--- src/rtl/pipeline_ctrl.sv ---
// -----------------------------------------------------------------------------
// pipeline_ctrl
//   Hazard and stall controller for a five-stage in-order pipeline. Each cycle
//   it decides whether the fetch, decode, execute and memory pipeline registers
//   hold or take a nop, and whether fetch reloads its PC from a redirect target.
//   Three hazards are resolved in fixed priority:
//     1. data-memory miss      (m_req && !m_ok)  - freeze F/D/E/M, bubble W
//     2. load-use              (e_dstM feeds D)  - freeze F/D, bubble E
//     3. instruction-fetch wait (!i_ok)          - freeze F, bubble D
//   A redirect resolved in decode while the fetch is still outstanding is
//   remembered (DROP state) so the late wrong-path instruction is discarded.
//
// Ports
//   clk              in   clock, all state on rising edge
//   reset            in   synchronous active-high reset
//   d_srcA, d_srcB   in   decode-stage source register ids       [REG_W]
//   d_useA, d_useB   in   corresponding source is read
//   e_dstM           in   load destination in execute, 0 = none  [REG_W]
//   d_redirect       in   decode resolved a taken branch/jump
//   i_ok             in   fetch data valid this cycle
//   m_req, m_ok      in   memory stage access present / completes
//   stall_F..stall_M out  hold the respective pipeline register
//   bubble_D/E/W     out  load a nop into the respective pipeline register
//   flush_F          out  fetch reloads PC from the redirect target
//   stall_cnt        out  number of cycles with stall_F high     [CNT_W]
//   mem_err          out  sticky data-memory timeout flag
// -----------------------------------------------------------------------------
module pipeline_ctrl #(
  parameter int REG_W   = 5,
  parameter int CNT_W   = 32,
  parameter int TIMEOUT = 255   // must be >= 1
) (
  input  logic             clk,
  input  logic             reset,
  input  logic [REG_W-1:0] d_srcA,
  input  logic [REG_W-1:0] d_srcB,
  input  logic             d_useA,
  input  logic             d_useB,
  input  logic [REG_W-1:0] e_dstM,
  input  logic             d_redirect,
  input  logic             i_ok,
  input  logic             m_req,
  input  logic             m_ok,
  output logic             stall_F,
  output logic             stall_D,
  output logic             stall_E,
  output logic             stall_M,
  output logic             bubble_D,
  output logic             bubble_E,
  output logic             bubble_W,
  output logic             flush_F,
  output logic [CNT_W-1:0] stall_cnt,
  output logic             mem_err
);

  localparam int WAIT_W = (TIMEOUT < 2) ? 1 : $clog2(TIMEOUT + 1);
  localparam logic [WAIT_W-1:0] W_TMO = WAIT_W'(TIMEOUT);

  typedef enum logic [1:0] {RUN, IWAIT, DROP, DWAIT} state_t;

  state_t              r_state;
  state_t              w_next;
  state_t              w_eff;        // state whose fetch rules apply this cycle
  logic                r_pend;       // DROP was interrupted by a data miss
  logic                w_pend_next;
  logic [WAIT_W-1:0]   r_wait;
  logic                r_err;
  logic                r_flush;      // flush_F was high last cycle
  logic [CNT_W-1:0]    r_stall_cnt;

  logic w_dmiss;
  logic w_lduse;
  logic w_redir;

  assign w_dmiss = m_req && !m_ok;
  assign w_lduse = (e_dstM != '0) &&
                   ((d_useA && (d_srcA == e_dstM)) || (d_useB && (d_srcB == e_dstM)));
  // The cycle after a flush, decode holds the bubble inserted by that flush, so
  // any redirect seen there is stale; masking it also keeps flush_F from ever
  // pulsing two cycles in a row.
  assign w_redir = d_redirect && !r_flush;

  // The cycle the data memory completes behaves like the state we return to,
  // so a late fetch or a deferred wrong-path drop is handled without delay.
  assign w_eff = (r_state == DWAIT) ? (r_pend ? DROP : RUN) : r_state;

  // NOTE: every signal written in this block gets a default first; a path that
  //       leaves one unassigned would infer a latch.
  always_comb begin
    stall_F     = 1'b0;
    stall_D     = 1'b0;
    stall_E     = 1'b0;
    stall_M     = 1'b0;
    bubble_D    = 1'b0;
    bubble_E    = 1'b0;
    bubble_W    = 1'b0;
    flush_F     = 1'b0;
    w_next      = r_state;
    w_pend_next = r_pend;

    if (reset) begin
      // outputs stay quiet; the register block forces the state
    end else if (w_dmiss) begin
      stall_F = 1'b1;
      stall_D = 1'b1;
      stall_E = 1'b1;
      stall_M = 1'b1;
      bubble_W = 1'b1;
      w_next   = DWAIT;
      // Remember an outstanding wrong-path fetch only on entry; inside DWAIT
      // the saved value must survive.
      if (r_state != DWAIT) w_pend_next = (r_state == DROP);
    end else if (w_lduse) begin
      stall_F     = 1'b1;
      stall_D     = 1'b1;
      bubble_E    = 1'b1;
      w_next      = w_eff;
      w_pend_next = 1'b0;
    end else begin
      w_pend_next = 1'b0;
      case (w_eff)
        DROP: begin
          bubble_D = 1'b1;
          if (i_ok) begin
            flush_F = 1'b1;
            w_next  = RUN;
          end else begin
            stall_F = 1'b1;
            w_next  = DROP;
          end
        end
        default: begin  // RUN and IWAIT follow identical rules
          if (!i_ok) begin
            stall_F  = 1'b1;
            bubble_D = 1'b1;
            w_next   = w_redir ? DROP : IWAIT;
          end else begin
            w_next = RUN;
            if (w_redir) begin
              flush_F  = 1'b1;
              bubble_D = 1'b1;
            end
          end
        end
      endcase
    end
  end

  // NOTE: sequential state uses non-blocking assignments so every register
  //       samples the pre-edge values regardless of statement order.
  always_ff @(posedge clk) begin
    if (reset) begin
      r_state     <= RUN;
      r_pend      <= 1'b0;
      r_wait      <= '0;
      r_err       <= 1'b0;
      r_flush     <= 1'b0;
      r_stall_cnt <= '0;
    end else begin
      r_state     <= w_next;
      r_pend      <= w_pend_next;
      r_flush     <= flush_F;
      r_stall_cnt <= r_stall_cnt + CNT_W'(stall_F);
      if ((r_state == DWAIT) && w_dmiss) begin
        // saturate so a long miss never wraps back below the threshold
        if (r_wait != W_TMO) r_wait <= r_wait + WAIT_W'(1);
        if (r_wait == W_TMO - WAIT_W'(1)) r_err <= 1'b1;
      end else begin
        r_wait <= '0;
      end
    end
  end

  assign stall_cnt = r_stall_cnt;
  assign mem_err   = r_err;

endmodule
--- config.mk ---
export PLATFORM = sky130hd
export DESIGN_NAME = pipeline_ctrl
export DESIGN_NICKNAME = d
export VERILOG_FILES = /design/src/rtl/pipeline_ctrl.sv
export SDC_FILE = /design/constraint.sdc
export NUM_CORES = 1
export LEC_CHECK = 0
export CAP_MARGIN = 40
export CORE_MARGIN = 10
export CORE_UTILIZATION = 51
export CTS_CLUSTER_DIAMETER = 100
export DETAILED_ROUTE_END_ITERATION = 7
export GPL_ROUTABILITY_DRIVEN = 0
export HOLD_SLACK_MARGIN = 0.1
export PLACE_DENSITY = 0.86
export SETUP_SLACK_MARGIN = 0.15
export SLEW_MARGIN = 20
export SYNTH_ARGS = -nofsm -noshare
export SYNTH_HDL_FRONTEND = slang
export SYNTH_SLANG_ARGS = --single-unit
--- constraint.sdc ---
create_clock -name clk -period 9.16 [get_ports clk]
set_input_delay 1.832 -clock clk [delete_from_list [all_inputs] [get_ports clk]]
set_output_delay 1.832 -clock clk [all_outputs]
set_load 0.02 [all_outputs]
==> qor.yml <==
timing:
  worst_pin_slew_ns: 0.548
  fmax_mhz: 164
  slew_headroom_pct: 63.2
  final_hold_viol_count: 0
  whs_ns: 0.496
  finalSetupViolCount: 0
  rsz0062_at_grt: "no"
  drv_slew: 0
  min_period_over_period_pct: 66.5
  finClkSkew_ns: 0.00551
  finalCriticalPeriod_ns: 6.09
  setup_tns_ns: 0
finish:
  design_area_sq_mm: 0.00298
  final_util_pct: 69.3
  n_fill_cell: 341
  area_growth_pct: 33.1
  antenna_cells: 0
  drive_above_1_share_pct: 5.57
  nNetsFinal: 350
synthesis:
  yosys.area_share.simple_pct: 30.8
  synth_mux_area_share_pct: 2.46
  synth_compound_area_share_pct: 6.21
  yosysSeqAreaShare_pct: 40.3
  ys_types: 38
  syn_area_per_cell_sq_um: 8.57
  synth_top_area_share_pct: 40.3
  yosysTopAreaCell: "dfxtp_1"
  syn-cell-area_sq_mm: 0.00224
  ys_ff_latch: 45
  synth_area_leaders: "dfxtp_1, xnor2_1, nor2_1, xor2_1, nand3_1"
  synth_cells: 261
  synth_xor_area_share_pct: 14.5
  synth_top_family_by_area: "simple AND/OR/NAND/NOR gates"
  synth_fa_ha_area_share_pct: 2.24
  synth.net_count: 288
  ys.warnings.count: 0
power_and_ir_drop:
  p_sw_share_pct: 22.7
  combPwrFrac_pct: 10.5
  cellLeakagePower_nw: 1.07
  internal_power_mw: 0.277
  finalPower_mw: 0.358
  power.switching_mw: 0.0812
  p_seq_share_pct: 55.5
  p_per_area_mw_per_mm2: 120
  clock_power_share_pct: 34.0
  ir_drop_mv: 0.0952
cts:
  path_clk_slew_ns: 0.07
  insertion_delay_ns: 0.29
  htree_levels: 2
  cts_setup_buffers: 0
  clock_path_buffers: 2
  cts_buffers: 5
  clk_root_buffer_cell: "clkbuf_8"
  cts.sinks: 45
  cts_resized: 0
  cts_tree: "built"
  hold_buffers: 0
worst_setup_path:
  crit_type: "input port to primary output"
  critPathArrivalTime_ns: 4.26
  cp.required_ns: 7.33
  cp-start-kind: "input port"
  critPathCaptureType: "primary output"
  worst-path-max-fanout: 5
floorplanning:
  die_y_um: 86.2
  num_rows: 24
  start_util_pct: 52.1
  core_sq_mm: 0.00429
  ios: 64
  fp.dieW_um: 86.2
  dieArea_sq_mm: 0.00743
routing:
  drtIter0Drc: 133
  wl_per_cell_um: 14.5
  post-route-drc-count: 0
  ant_nets: 0
  drt-vias-per-instance: 5.32
  routed_wl_um: 5430
  vias: 1995
  dr.pass1.iters: 4
flow_run:
  cap_violations: 0
grt:
  grtUsageTotal_pct: 14.7
  grt_pass1_vias: 2010
  grt_antenna_before_repair: 0
  grt_overflow: 0
  grt_max_degree: 47
  grt_first_pass_wirelength_um: 9320
place:
  port_buffers: 63
  placed_cell_area_sq_mm: 0.00288
  dpl.hpwl_um: 4170
outcome:
  status: "finished, final reports clean"
worst_hold_path:
  min_path_type: "flop to flop"
-- worst paths after layout --
path              slack [ns]          from  cells past startpoint             to
setup reg to reg        7.02  stall_cnt[0]                      6  stall_cnt[27]
hold / removal          0.50       mem_err                      2        mem_err
setup / recovery        3.07     e_dstM[1]                      7       bubble_D
hold reg to reg         0.50       mem_err                      2        mem_err
-- cells by family after synthesis --
| logic type | Yosys count |
|---|---|
| DFF | 45 |
| muxes | 4 |
| and+or+nand+nor | 131 |
| adders and majority gates | 4 |
| AOI/OAI and AO/OA | 24 |
| buffers and inverters | 16 |
| xor gates and xnor gates | 37 |
-- routing by layer --
layer	part of all wire [%]	global-route usage [%]	vias to the layer above
li1	-	-	1015
met1	42	17.5	931
met2	50	24.9	45
met3	6.9	5.35	4
met4	0.74	2.80	0
met5	0	0	-
-- Yosys cell counts (all sizes together) --
cell type,n
xnor2,20
a21oi,9
or4,1
or3,2
inv,6
xor2,17
o221a,1
clkbuf,7
ha,4
and4,4
nand3,22
nand2,19
and2,2
and2b,1
o21ai,8
nor4,4
mux2,3
a31oi,2
nor2b,6
nor3b,1
nor2,41
nand2b,3
and3,8
a2111oi,1
a211oi,2
nor3,6
dfxtp,45
buf,3
o22ai,1
nand4,11
mux2i,1
-- layout make-up --
cell class / instances / area [sq um] / area share (%)
Clock buffer: 7 / 86.3 / 2.90
Sequential cell: 45 / 901 / 30.3
Multi-Input combinational cell: 200 / 1260 / 42.3
Tap cell: 52 / 65.1 / 2.19
Timing Repair Buffer: 65 / 643 / 21.6
Inverter: 6 / 22.5 / 0.757
-- power by group through the flow --
stage	Combinational (mW)	Sequential, mW	Clock (mW)
CTS	0.0379	0.199	0.124
global route	0.0407	0.199	0.131
global placement	0.0369	0.203	0
detailed placement	0.0377	0.203	0
floorplan	0.0183	0.204	0
finish	0.0377	0.199	0.122
-- flip-flops by register name, indices dropped and copies added (netlist names) --
signal / count
stall_cnt: 32
r_pend: 1
mem_err: 1
r_state: 2
r_wait: 8
r_flush: 1
-- layout by cell type, fill, tap and decap left out --
cell type,instances
and4_1,4
nor2_1,41
xor2_1,17
o22ai_1,1
and3_1,7
o21ai_0,8
nand2b_1,3
buf_2,1
clkdlybuf4s50_1,63
dfxtp_1,45
a211oi_1,2
nand3_1,21
nor3_1,6
ha_1,4
inv_1,6
clkbuf_8,6
mux2i_1,1
a21oi_1,9
nor2b_1,6
nor4_4,1
o221a_2,1
nand4_1,11
or3_1,1
clkbuf_1,1
and2b_2,1
mux2_4,3
or3_2,1
nand2_1,19
a31oi_1,2
xnor2_1,20
and2_1,2
nor4_2,1
a2111oi_0,1
nor3b_1,1
and3_4,1
or4_1,1
nor4_1,2
nand3_4,1
buf_4,1
-- worst max-delay path, stage by stage --
cell,delay (ns)
clkdlybuf4s50_1,0.47
or4_1,0.54
nor2_1,0.10
inv_1,0.08
and2_1,0.19
a2111oi_0,0.35
clkdlybuf4s50_1,0.68
-- through the flow --
step	setup slack (ns)	std cells
6_report	3.07	375
5_1_grt	2.89	375
4_1_cts	3.05	374
3_5_place_dp	3.08	367
3_3_place_gp	3.10	367
2_1_floorplan	3.56	261
(Power assumes the default switching activity.)
